--- config.mk ---
export PLATFORM = sky130hd
export DESIGN_NAME = hawk_video_temp_extract
export DESIGN_NICKNAME = d
export VERILOG_FILES = /design/src/rtl/hawk_video_pkg.sv /design/src/rtl/hawk_video_minmax.sv /design/src/rtl/hawk_video_temp_extract.sv
export SDC_FILE = /design/constraint.sdc
export NUM_CORES = 1
export LEC_CHECK = 0
export ABC_CLOCK_PERIOD_IN_PS = 3640
export CORE_ASPECT_RATIO = 0.9
export CORE_MARGIN = 2
export CORE_UTILIZATION = 40
export CTS_CLUSTER_SIZE = 20
export DETAILED_ROUTE_END_ITERATION = 6
export DONT_BUFFER_PORTS = 1
export MAX_ROUTING_LAYER = met4
export PLACE_DENSITY = 0.61
export RECOVER_POWER = 100
export REMOVE_ABC_BUFFERS = 1
export SETUP_SLACK_MARGIN = 0.3
export SLEW_MARGIN = 20
export SYNTH_ARGS = -nofsm -noshare
export SYNTH_HDL_FRONTEND = slang
export SYNTH_HIERARCHICAL = 1
export SYNTH_SLANG_ARGS = --single-unit
--- constraint.sdc ---
create_clock -name stream_clk -period 3.64 [get_ports stream_clk]
set_input_delay 0.546 -clock stream_clk [delete_from_list [all_inputs] [get_ports stream_clk]]
set_output_delay 0.546 -clock stream_clk [all_outputs]
set_load 0.05 [all_outputs]
--- src/rtl/hawk_video_pkg.sv ---
// Shared definitions for the hawk video temperature-extract slice.
//   SIZE_X_DEF / SIZE_Y_DEF : default active frame geometry
//   X_W / Y_W               : widths of the column / line counters
//   state_t, ST_*           : frame-parser FSM encoding
package hawk_video_pkg;

    localparam int SIZE_X_DEF = 640;
    localparam int SIZE_Y_DEF = 480;

    localparam int X_W = 10;
    localparam int Y_W = 9;

    typedef logic [1:0] state_t;

    localparam logic [1:0] ST_IDLE  = 2'd0;  // waiting for a sop
    localparam logic [1:0] ST_TEMP  = 2'd1;  // next data beat is the temperature word
    localparam logic [1:0] ST_PIX   = 2'd2;  // counting pixel beats
    localparam logic [1:0] ST_DRAIN = 2'd3;  // frame overran, discard until sop

endpackage

--- src/rtl/hawk_video_minmax.sv ---
// Running minimum / maximum tracker for one frame of pixel samples.
//   stream_clk : clock, rising edge
//   reset      : synchronous active-high reset
//   start      : current sample is the first of the frame (re-seeds running values)
//   sample     : pixel value
//   valid      : sample is a pixel beat
//   commit     : current sample is the last of a good frame; publish results
//   min / max  : extremes of the last committed frame
module hawk_video_minmax #(
    parameter int W = 16
) (
    input  logic         stream_clk,
    input  logic         reset,
    input  logic         start,
    input  logic [W-1:0] sample,
    input  logic         valid,
    input  logic         commit,
    output logic [W-1:0] min,
    output logic [W-1:0] max
);

    logic [W-1:0] run_min;
    logic [W-1:0] run_max;
    logic [W-1:0] nxt_min;
    logic [W-1:0] nxt_max;

    // The committing beat is itself a pixel, so the published value must
    // already include it rather than the one-beat-stale running register.
    assign nxt_min = (start || sample < run_min) ? sample : run_min;
    assign nxt_max = (start || sample > run_max) ? sample : run_max;

    always_ff @(posedge stream_clk) begin
        if (reset) begin
            run_min <= '0;
            run_max <= '0;
            min     <= '0;
            max     <= '0;
        end else if (valid) begin
            run_min <= nxt_min;
            run_max <= nxt_max;
            if (commit) begin
                min <= nxt_min;
                max <= nxt_max;
            end
        end
    end

endmodule

--- src/rtl/hawk_video_temp_extract.sv ---
// Video stream temperature-word extractor and frame checker.
// Each frame is: sop header, one temperature beat, SIZE_X*SIZE_Y pixels
// (eop on the last). The stream is re-registered with one cycle latency;
// the temperature beat is replaced by FILL and captured on temp_out.
//   stream_clk, reset, enable         : clock, sync reset, extract enable
//   stream_in_*  / stream_out_*       : upstream / downstream stream
//   temp_out, temp_valid              : captured temperature + update strobe
//   pix_x, pix_y                      : coordinate of the current output pixel
//   pix_min, pix_max, frame_done      : stats of the last good frame + strobe
//   frame_err, err_count              : sticky error flag, saturating bad-frame count
module hawk_video_temp_extract
    import hawk_video_pkg::*;
#(
    parameter int          SIZE_X = SIZE_X_DEF,
    parameter int          SIZE_Y = SIZE_Y_DEF,
    parameter logic [15:0] FILL   = 16'h0000
) (
    input  logic         stream_clk,
    input  logic         reset,
    input  logic         enable,
    input  logic         stream_in_sop,
    input  logic         stream_in_valid,
    input  logic         stream_in_eop,
    input  logic [15:0]  stream_in_data,
    output logic         stream_out_sop,
    output logic         stream_out_valid,
    output logic         stream_out_eop,
    output logic [15:0]  stream_out_data,
    output logic [15:0]  temp_out,
    output logic         temp_valid,
    output logic [9:0]   pix_x,
    output logic [8:0]   pix_y,
    output logic [15:0]  pix_min,
    output logic [15:0]  pix_max,
    output logic         frame_done,
    output logic         frame_err,
    output logic [15:0]  err_count
);

    localparam logic [X_W-1:0] X_LAST = X_W'(SIZE_X - 1);
    localparam logic [Y_W-1:0] Y_LAST = Y_W'(SIZE_Y - 1);

    state_t         state;
    state_t         state_nxt;
    logic [X_W-1:0] cnt_x;
    logic [Y_W-1:0] cnt_y;

    logic is_sop;      // enabled valid sop beat
    logic is_data;     // enabled valid non-sop beat
    logic last_pix;    // next pixel expected is the final one of the frame
    logic temp_beat;
    logic pix_beat;
    logic err_now;
    logic good_eop;

    assign is_sop    = enable && stream_in_valid &&  stream_in_sop;
    assign is_data   = enable && stream_in_valid && !stream_in_sop;
    assign last_pix  = (cnt_x == X_LAST) && (cnt_y == Y_LAST);
    assign temp_beat = (state == ST_TEMP) && is_data;
    assign pix_beat  = (state == ST_PIX)  && is_data;

    // NOTE: every signal assigned in this block gets a default first, so no
    // path leaves it unassigned and no latch is inferred.
    always_comb begin
        state_nxt = state;
        err_now   = 1'b0;
        good_eop  = 1'b0;
        if (!enable) begin
            state_nxt = ST_IDLE;
        end else begin
            case (state)
                ST_IDLE: begin
                    if (is_sop) state_nxt = ST_TEMP;
                end
                ST_TEMP: begin
                    if (is_sop) begin
                        err_now = 1'b1;          // short frame, restart
                    end else if (is_data) begin
                        if (stream_in_eop) begin
                            err_now   = 1'b1;
                            state_nxt = ST_IDLE;
                        end else begin
                            state_nxt = ST_PIX;
                        end
                    end
                end
                ST_PIX: begin
                    // A sop here (with or without eop) ends the current frame
                    // as an error and opens the next one.
                    if (is_sop) begin
                        err_now   = 1'b1;
                        state_nxt = ST_TEMP;
                    end else if (is_data) begin
                        if (stream_in_eop) begin
                            good_eop  = last_pix;
                            err_now   = !last_pix;
                            state_nxt = ST_IDLE;
                        end else if (last_pix) begin
                            err_now   = 1'b1;
                            state_nxt = ST_DRAIN;
                        end
                    end
                end
                ST_DRAIN: begin
                    if (is_sop) state_nxt = ST_TEMP;
                end
                default: state_nxt = ST_IDLE;
            endcase
        end
    end

    // NOTE: sequential state is written with non-blocking assignments so all
    // registers sample the pre-edge values regardless of statement order.
    always_ff @(posedge stream_clk) begin
        if (reset) begin
            state            <= ST_IDLE;
            cnt_x            <= '0;
            cnt_y            <= '0;
            stream_out_sop   <= 1'b0;
            stream_out_valid <= 1'b0;
            stream_out_eop   <= 1'b0;
            stream_out_data  <= '0;
            temp_out         <= '0;
            temp_valid       <= 1'b0;
            pix_x            <= '0;
            pix_y            <= '0;
            frame_done       <= 1'b0;
            frame_err        <= 1'b0;
            err_count        <= '0;
        end else begin
            state            <= state_nxt;
            stream_out_sop   <= stream_in_sop;
            stream_out_valid <= stream_in_valid;
            stream_out_eop   <= stream_in_eop;
            stream_out_data  <= temp_beat ? FILL : stream_in_data;

            // A temperature beat that also carries eop kills the frame, so
            // its word is not published.
            temp_valid <= temp_beat && !stream_in_eop;
            if (temp_beat && !stream_in_eop) temp_out <= stream_in_data;

            frame_done <= good_eop;

            // The error of the old frame wins over the clear when a sop both
            // aborts one frame and starts the next.
            if (err_now)     frame_err <= 1'b1;
            else if (is_sop) frame_err <= 1'b0;

            if (err_now && err_count != 16'hFFFF) err_count <= err_count + 16'd1;

            if (pix_beat) begin
                pix_x <= cnt_x;
                pix_y <= cnt_y;
                if (cnt_x == X_LAST) begin
                    cnt_x <= '0;
                    cnt_y <= (cnt_y == Y_LAST) ? '0 : cnt_y + 1'b1;
                end else begin
                    cnt_x <= cnt_x + 1'b1;
                end
            end else begin
                // Coordinates hold across valid gaps, read 0 on header beats.
                if (!enable || stream_in_valid) begin
                    pix_x <= '0;
                    pix_y <= '0;
                end
                if (state != ST_PIX) begin
                    cnt_x <= '0;
                    cnt_y <= '0;
                end
            end
        end
    end

    hawk_video_minmax #(.W(16)) u_minmax (
        .stream_clk (stream_clk),
        .reset      (reset),
        .start      ((cnt_x == '0) && (cnt_y == '0)),
        .sample     (stream_in_data),
        .valid      (pix_beat),
        .commit     (good_eop),
        .min        (pix_min),
        .max        (pix_max)
    );

endmodule
==> results of run 1 <==
## logic make-up (layout without fill, tap and decap cells)
| logic type | Yosys count | in the layout | synth area share (%) |
|---|---|---|---|
| simple gates | 307 | 307 | 21.0 |
| flops | 158 | 158 | 43.1 |
| compound gates | 149 | 149 | 13.6 |
| buf+inv | 89 | 87 | 5.07 |
| mux | 60 | 60 | 8.23 |
| fa+ha+maj | 40 | 40 | 6.81 |
| xor+xnor | 19 | 19 | 2.26 |
## layout make-up
type	instances	area (um^2)	area share [%]
Clock inverter	13	130	1.60
Tap cell	245	307	3.78
Timing Repair Buffer	13	97.6	1.20
Sequential cell	158	3160	39.0
Multi-Input combinational cell	575	3800	46.9
Inverter	42	158	1.94
Clock buffer	19	453	5.58
## per-layer routing
layer	GRT usage (%)	up-vias	share of wire [%]
li1	-	2864	-
met1	24.4	2639	48
met2	28.7	136	45
met3	5.90	15	6.3
met4	5.50	0	1.2
met5	-	-	0
## cell usage after synthesis, types with 3 or more instances
master and instances:
nor3_1 10, nor3b_1 3, nand2b_1 22, nand2_1 62, and4_1 6, a31oi_1 5
xnor2_1 14, clkbuf_1 33, dfxtp_1 158, nand3_1 23, xor2_1 5, nor4_1 9
and2_1 18, ha_1 40, a311oi_1 4, a211oi_1 32, buf_6 3, inv_1 42
nand4_1 12, and4_4 3, a21oi_1 51, mux2_2 3, buf_2 6, nand3b_1 7
or4_1 5, and3_1 4, mux2i_1 57, a22oi_1 18, nor2_1 104, nor2b_1 7
nor4b_1 3, o21ai_0 19
## worst max-delay path, stage by stage (launching register included)
cell and delay (ps):
dfxtp_1 350, inv_1 60, ha_1 310, and4_1 240, o211ai_1 100, or4_1 570
a31oi_4 180, clkbuf_2 680, mux2i_1 320, a211oi_1 100
## metrics by stage
stage	total power [mW]	cell area [um^2]	cells	setup WS, ps
floorplan	1.90	7130	775	419
global placement	1.92	7560	1033	785
detailed placement	1.92	7560	1033	791
CTS	3.68	8150	1065	844
global route	3.76	8110	1065	303
finish	3.63	8110	1065	569
## worst paths after layout
check,startpoint,to,slack (ps),cells past startpoint
worst min register to register,u_minmax/run_min[3],u_minmax/run_min[3],500,2
worst max-delay path,u_minmax/run_min[15],u_minmax/min[10],570,9
worst max register to register,u_minmax/run_min[15],u_minmax/min[10],570,9
worst min-delay path,reset,err_count[3],200,1
## registers in the layout, indices dropped and copies added, names as in the netlist, 2 cells and up
name / count
u_minmax/min: 16
stream_out_data: 16
cnt_y: 9
pix_y: 9
u_minmax/run_max: 16
state: 2
err_count: 16
u_minmax/max: 16
pix_x: 10
cnt_x: 10
temp_out: 16
u_minmax/run_min: 16
## power by group
part / total (mW) / internal [mW] / switching (mW)
Combinational: 0.0893 / 0.0434 / 0.0459
Clock: 1.76 / 0.993 / 0.764
Sequential: 1.79 / 1.74 / 0.0469
## cell usage in the layout (no fill, tap or decap), types with 5 or more instances in the layout
cell,Yosys,layout
o21ai_0,19,20
nand2_1,62,62
nand3b_1,7,7
and4_1,6,7
a21oi_1,51,51
nor3_1,10,10
xor2_1,5,5
nor4_1,9,9
clkbuf_16,0,17
ha_1,40,40
nand2b_1,22,22
nand4_1,12,12
mux2i_1,57,57
dfxtp_1,158,158
nand3_1,23,23
a31oi_1,5,5
clkbuf_1,33,6
nor2b_1,7,7
nor2_1,104,104
or4_1,5,5
a211oi_1,32,32
and2_1,18,8
xnor2_1,14,14
a22oi_1,18,18
and2_0,0,9
inv_1,42,42
==> results.md, run 1 <==
* DRT Pass-1 Iters at 4
* Worst endpoint data arrival time at 3360 ps
* Fin Hold WS at 200 ps
* Worst Tran Pin Value at 1270 ps
* Routed WL per cell at 16.5 um
* Worst Hold Class: in2reg
* DRC violations left at 0
* P_leak at 2.80 nW
* Post_cts resized at 0
* Final Setup Violations at 0
* Reg clk slew, reported paths at 70 ps
* Ys Warns at 6
* IO buf count at 0
* Crit start category: flop
* Vias in the first global route at 5297
* Final period util at 84.4%
* Sequential area share after synthesis at 43.1%
* TritonCTS Buffers at 17
* Cell taking the most area after synthesis: dfxtp_1
* CTS Sinks at 158
* RSZ-0062 raised after global routing: no
* P per Cell Area at 448 mW/mm^2
* Max_cap viols at 0
* Syn Inst Count at 822
* Core Region at 0.0182 mm^2
* Maximum root-to-sink buffer count at 2
* Clock Skews at 12.9 ps
* Die Y-Extent at 133 um
* Setup TNS at 0 ps
* Worst EP required at 3930 ps
* Grt ovf at 0
* Critical path type: reg2reg
* Netlist Area Pre-Place at 0.00735 mm^2
* CP Capture Type: flop
* Share of the synthesized area in the top cell type at 43.1%
* First-pass GRT wire length at 28.8 mm
* Root Driver: clkbuf_16
* H-tree Lvls at 4
* Row cnt at 47
* Largest net degree at the start of global routing at 142
* Die Width at 147 um
* Initial antenna violation count at 0
* GRT Resource Usage Total at 19.0%
* Maximum vdd drop at 0.321 mV
* Area grow syn2layout at 10.4%
* DR vias/cell at 5.31
* # Post-CTS Setup Buffers at 0
* Layout cells sized above 1 at 6.46%
* Antenna Nets Post-Route at 0
* Area contributors post-synth: dfxtp_1, mux2i_1, ha_1, nor2_1, a21oi_1
* Max-slew headroom at 15.2%
* Fillers at 1757
* Distinct cells, synth at 60
* GP Congestion at 0.855
* Worst-path maximum fanout at 30
* Async S/R FF share, synth at 0%
* Fmax at 326 MHz
* Clk_lat worst skew at 430 ps
* Final Hold Viols at 0
* Nets at 869
* Register bit count reported by yosys at 158
* TritonCTS clock tree: yes
* Max-slew violations at 0
* Final worst path period need at 3070 ps
* Synthesized area per cell at 8.94 um^2
* Routed WL at 17.6 mm
* Effective utilization at floorplan at 40.4%
* Die area at 0.0195 mm^2
* Post-layout util at 44.6%
* Post-DP HPWL at 11.7 mm
* Post-synth EDFFs at 0
* # hold bufs at CTS at 0
* Main flop type after synthesis: dfxtp_1
* Status: finished, final reports clean
* N_diodes at 0
* I/O pins at 127
* Violation count after the first detailed-route iteration at 224
* Vias at 5654
Note: power is estimated with default switching activity, not from simulation.
==> inputs of run 2 (changes only) <==
--- a/config.mk
+++ b/config.mk
@@ -5,7 +5,7 @@
 export SDC_FILE = /design/constraint.sdc
 export NUM_CORES = 1
 export LEC_CHECK = 0
-export ABC_CLOCK_PERIOD_IN_PS = 3640
+export ABC_CLOCK_PERIOD_IN_PS = 2600
 export CORE_ASPECT_RATIO = 0.9
 export CORE_MARGIN = 2
 export CORE_UTILIZATION = 40
@@ -13,7 +13,7 @@
 export DETAILED_ROUTE_END_ITERATION = 6
 export DONT_BUFFER_PORTS = 1
 export MAX_ROUTING_LAYER = met4
-export PLACE_DENSITY = 0.61
+export PLACE_DENSITY = 0.63
 export RECOVER_POWER = 100
 export REMOVE_ABC_BUFFERS = 1
 export SETUP_SLACK_MARGIN = 0.3
==> constraint.sdc (replaced) <==
create_clock -name stream_clk -period 2.6 [get_ports stream_clk]
set_input_delay 0.39 -clock stream_clk [delete_from_list [all_inputs] [get_ports stream_clk]]
set_output_delay 0.39 -clock stream_clk [all_outputs]
set_load 0.05 [all_outputs]
==> results.md, run 2 (synthesis gave the netlist of run 1 again) <==
* Status: finished, final reports clean
* # hold bufs at CTS at 0
* Final Hold Viols at 0
* P_leak at 3.22 nW
* Setup TNS at 0 ps
* Final period util at 96.5%
* Worst endpoint data arrival time at 2830 ps
* Post-DP HPWL at 12.1 mm
* Worst path slowest cell: nor3_2
* DRC violations left at 0
* Layout cells sized above 1 at 22.2%
* Leading cell type in the layout, fill and taps excluded: dfxtp_1
* Critical path type: reg2reg
* Core Region at 0.0182 mm^2
* Row cnt at 47
* GP Congestion at 0.827
* Hold Path Sink: temp_out[1]
* Max-slew violations at 0
* Max_cap viols at 0
* Final Setup Violations at 0
* Worst Hold Launch: reset
* Vias at 6159
* Routed WL at 20.0 mm
* CP Capture Type: flop
* Slowest stage delay, CP at 370 ps
* Effective utilization at floorplan at 40.4%
* IO buf count at 0
* Nets at 937
* Worst Hold Class: in2reg
* Fmax at 399 MHz
* H-tree Lvls at 4
* Internal at 4.01 mW
* First-pass GRT wire length at 30.8 mm
* Routed WL per cell at 17.7 um
* Worst EP required at 2920 ps
* Reg2Reg Setup Slack at 90 ps
* GRT Resource Usage Total at 20.3%
* FF-to-FF path depth at 9
* DR vias/cell at 5.44
* Non-Filler Instances at 1132
* CTS Sinks at 158
* Worst Hold Depth at 1
* Fillers at 1667
* Grt ovf at 0
* Largest net degree at the start of global routing at 142
* Die Y-Extent at 133 um
* Final worst path period need at 2510 ps
* Commonest non-fill, non-tap cells in the layout: dfxtp_1, nor2_1, nand2_1, mux2i_1, a21oi_1
* # placed instances at 1073
* TritonCTS clock tree: yes
* Sw Share at 22.8%
* N_diodes at 0
* TritonCTS Buffers at 17
* DRT Pass-1 Iters at 5
* Worst-path maximum fanout at 8
* Crit-path cells: inv_1, ha_1, nand4_1, nor3_2, a2111oi_4, a211oi_4, clkbuf_2, mux2i_1, nor2_1
* Violation count after the first detailed-route iteration at 334
* Antenna Nets Post-Route at 0
* Die Width at 147 um
* Max-slew headroom at 20.1%
* I/O pins at 127
* P per Cell Area at 565 mW/mm^2
* Power share of the sequential group at 48.1%
* Vias in the first global route at 5817
* Comb pwr share at 3.1%
* Post-layout util at 50.6%
* Worst Tran Pin Value at 1200 ps
* Root Driver: clkbuf_16
* Clock Skews at 12.1 ps
* Pwr Total at 5.19 mW
* Reg-to-Reg Start: u_minmax/run_max[15]
* Clk_lat worst skew at 430 ps
* Crit start category: flop
* Reg clk slew, reported paths at 60 ps
* NetSw at 1.18 mW
* Initial antenna violation count at 0
* Worst r2r dst: u_minmax/run_max[13]
* Clk pwr share at 48.8%
* Die area at 0.0195 mm^2
* Maximum root-to-sink buffer count at 2
* RSZ-0062 raised after global routing: yes
* Area grow syn2layout at 25.1%
* Maximum vdd drop at 0.435 mV
run 2: timing repair:
item                                    CTS  global route
endpoints found under the setup margin   80            83
gates resized for setup                  68            67
pin swaps                                37            37
cloned                                    3             1
buffers inserted                         13            11
run 2: area by class of cell:
| cell class | instances | area, um^2 | area share [%] |
|---|---|---|---|
| Multi-Input combinational cell | 575 | 4230 | 46.1 |
| Sequential cell | 158 | 3200 | 34.8 |
| Timing Repair Buffer | 81 | 691 | 7.52 |
| Clock buffer | 20 | 467 | 5.08 |
| Tap cell | 245 | 307 | 3.34 |
| Inverter | 42 | 158 | 1.72 |
| Clock inverter | 11 | 133 | 1.44 |
run 2: worst max path at each step:
stage / end / slack, ps / from
3_5_place_dp: err_count[15] / 50 / cnt_x[1]
3_3_place_gp: u_minmax/min[15] / 110 / stream_in_data[11]
6_report: u_minmax/run_max[13] / 90 / u_minmax/run_max[15]
2_1_floorplan: u_minmax/min[15] / -620 / state[0]
5_1_grt: u_minmax/run_max[13] / 20 / u_minmax/run_max[11]
4_1_cts: u_minmax/min[10] / 270 / u_minmax/run_min[15]
run 2: metrics by stage:
stage | setup slack (ps) | instance area [um^2] | hold slack [ps]
2_1_floorplan | -621 | 7130 | 455
3_3_place_gp | 112 | 7860 | 473
3_5_place_dp | 46.3 | 7860 | 484
4_1_cts | 268 | 8920 | 37.7
5_1_grt | 22.7 | 9190 | 34.2
6_report | 92.3 | 9190 | 52.1
run 2: worst max-delay path, delay by kind of cell, from the launching register on:
kind / cells / cell delay [ps]
simple gates: 3 / 680
compound gates: 2 / 410
buf+inv: 2 / 410
flops: 1 / 330
fa+ha+maj: 1 / 290
mux: 1 / 270
run 2: power by group through the flow:
stage / clock network, mW / registers (mW) / logic, mW
after floorplan: 0 / 2.56 / 0.0984
after global placement: 0 / 2.56 / 0.129
after detailed placement: 0 / 2.56 / 0.130
after CTS: 2.57 / 2.50 / 0.143
after global routing: 2.67 / 2.50 / 0.183
final: 2.53 / 2.50 / 0.162
run 2: per-layer routing:
| metal | GRT usage [%] | up-vias | wire (um) |
|---|---|---|---|
| met2 | 32.3 | 197 | 9590 |
| met4 | 7.34 | 0 | 398 |
| met3 | 6.00 | 31 | 1400 |
| met5 | - | - | 0 |
| li1 | - | 2998 | - |
| met1 | 24.5 | 2933 | 8650 |
==> inputs of run 3 (changes only) <==
--- a/config.mk
+++ b/config.mk
@@ -5,15 +5,15 @@
 export SDC_FILE = /design/constraint.sdc
 export NUM_CORES = 1
 export LEC_CHECK = 0
-export ABC_CLOCK_PERIOD_IN_PS = 2600
+export ABC_CLOCK_PERIOD_IN_PS = 3000
 export CORE_ASPECT_RATIO = 0.9
 export CORE_MARGIN = 2
 export CORE_UTILIZATION = 40
-export CTS_CLUSTER_SIZE = 20
 export DETAILED_ROUTE_END_ITERATION = 6
 export DONT_BUFFER_PORTS = 1
+export HOLD_SLACK_MARGIN = 0.03
 export MAX_ROUTING_LAYER = met4
-export PLACE_DENSITY = 0.63
+export PLACE_DENSITY = 0.61
 export RECOVER_POWER = 100
 export REMOVE_ABC_BUFFERS = 1
 export SETUP_SLACK_MARGIN = 0.3
==> constraint.sdc (replaced) <==
create_clock -name stream_clk -period 3 [get_ports stream_clk]
set_input_delay 0.45 -clock stream_clk [delete_from_list [all_inputs] [get_ports stream_clk]]
set_output_delay 0.45 -clock stream_clk [all_outputs]
set_load 0.05 [all_outputs]
==> results.md, run 3 (synthesis gave the netlist of run 1 again) <==
* Status: finished, final reports clean
* RSZ-0062 raised after global routing: yes
* Final period util at 89.0%
* Die Width at 147 um
* Effective utilization at floorplan at 40.4%
* Clk_lat worst skew at 420 ps
* Worst Hold Class: in2reg
* Final Setup Violations at 0
* # hold bufs at CTS at 0
* Reg clk slew, reported paths at 60 ps
* Maximum root-to-sink buffer count at 2
* Maximum vdd drop at 0.347 mV
* IO buf count at 0
* Post-placement cell area at 0.00767 mm^2
* DRC violations left at 0
* GRT Resource Usage Total at 18.9%
* H-tree Lvls at 4
* GP Congestion at 0.861
* Die Y-Extent at 133 um
* CTS Sinks at 158
* P per Cell Area at 529 mW/mm^2
* Post-DP HPWL at 11.9 mm
* Worst Tran Pin Value at 1260 ps
* Layout cells sized above 1 at 6.93%
* Non-Filler Instances at 1082
* Internal at 3.34 mW
* Comb pwr share at 2.5%
* Worst endpoint data arrival time at 2970 ps
* Final Hold Viols at 0
* TritonCTS Buffers at 17
* Area grow syn2layout at 11.5%
* Vias at 5705
* Routed WL at 17.7 mm
* Core Region at 0.0182 mm^2
* Fin Hold WS at 104 ps
* CP Capture Point: u_minmax/run_max[6]
* Crit path launch: cnt_y[5]
* First-pass GRT wire length at 28.9 mm
* Cell class contributing the biggest share of worst-path delay: compound AO/OA/AOI/OAI gates
* Final worst path period need at 2670 ps
* Max-slew violations at 0
* CP Capture Type: flop
* Root Driver: clkbuf_16
* Sw Share at 23.0%
* Max_cap viols at 0
* DR vias/cell at 5.27
* Clock Skews at 9.42 ps
* Worst EP required at 3300 ps
* Routed WL per cell at 16.4 um
* Reg-to-Reg Start: cnt_y[5]
* Leading cell type in the layout, fill and taps excluded: dfxtp_1
* I/O pins at 127
* Worst path slowest cell: a2111oi_1
* Fin area at 0.00820 mm^2
* Max-slew headroom at 15.8%
* Clk pwr share at 47.4%
* # placed instances at 1049
* Crit-path cells: nor4_1, nand4_1, nor3_1, buf_4, nor2_1, o21ai_0, a2111oi_1, a211oi_1, clkbuf_2, mux2i_1, nor2_1
* Slowest stage delay, CP at 660 ps
* Largest net degree at the start of global routing at 142
* Commonest non-fill, non-tap cells in the layout: dfxtp_1, nor2_1, nand2_1, mux2i_1, a21oi_1
* Grt ovf at 0
* Nets at 886
* Power share of the sequential group at 50.1%
* Reg2Reg Setup Slack at 330 ps
* DRT Pass-1 Iters at 4
* Worst-path maximum fanout at 10
* N_diodes at 0
* Row cnt at 47
* Violation count after the first detailed-route iteration at 257
* Antenna Nets Post-Route at 0
* Fmax at 375 MHz
* FF-to-FF path depth at 11
* P_leak at 2.84 nW
* NetSw at 996 uW
* TritonCTS clock tree: yes
* Critical path type: reg2reg
* Buf+Inv Stages, Crit Path at 2
* Initial antenna violation count at 0
* Crit start category: flop
* Most common cell on crit path: nor2_1
* Die area at 0.0195 mm^2
* Worst r2r dst: u_minmax/run_max[6]
* WP depth at 11
* Vias in the first global route at 5451
run 3: cell count changes in the layout (fill, tap and decap cells not counted), sizes merged:
cell and change:
buf -47, bufinv -1, clkbuf -3, clkinv -2, clkinvlp +2, inv +1
run 3: worst min path at each step:
stage / startpoint / endpoint / slack [ps] / depth (start not counted)
after CTS: reset / err_count[1] / 90 / 1
after global placement: u_minmax/run_min[3] / u_minmax/run_min[3] / 470 / 2
after global routing: reset / err_count[2] / 80 / 1
after floorplan: u_minmax/run_min[1] / u_minmax/run_min[1] / 460 / 2
final: reset / err_count[2] / 100 / 1
after detailed placement: u_minmax/run_min[0] / u_minmax/run_min[0] / 490 / 2
run 3: power groups by stage:
stage	Sequential [mW]	Combinational, mW	Clock, mW
finish	2.17	0.109	2.06
global route	2.17	0.126	2.19
CTS	2.17	0.113	2.11
detailed placement	2.22	0.111	0
global placement	2.22	0.110	0
floorplan	2.22	0.0853	0
run 3: routing by layer:
metal | routed length, um | up-vias | GRT usage [%]
li1 | - | 2894 | -
met1 | 8310 | 2676 | 23.9
met2 | 8000 | 121 | 28.9
met3 | 1200 | 14 | 6.45
met4 | 207 | 0 | 5.34
met5 | 0 | - | -
run 3: timing repair:
action | in CTS | in global routing
setup buffers | 0 | 1
resized for setup | 1 | 9
hold endpoints to repair | 0 | 0
endpoints found under the setup margin | 1 | 37
pin swaps | 0 | 1
run 3: cell type report:
type / instances / area (um^2)
inverters: 42 / 158
multi-input cells: 575 / 3810
well taps: 245 / 307
flip-flops and latches: 158 / 3170
repair buffers: 30 / 200
fillers: 1792 / 9980
clock inverters: 11 / 109
clock buffers: 21 / 450
run 3: through the flow:
step / worst slack (ps) / utilization (%) / TNS [ps] / power [mW]
2_1_floorplan: -221 / - / -6130 / 2.30
3_3_place_gp: 346 / 42.2 / 0 / 2.33
3_5_place_dp: 316 / 42.2 / 0 / 2.33
4_1_cts: 351 / 45.4 / 0 / 4.39
5_1_grt: 159 / 45.1 / 0 / 4.49
6_report: 331 / 45.1 / 0 / 4.33
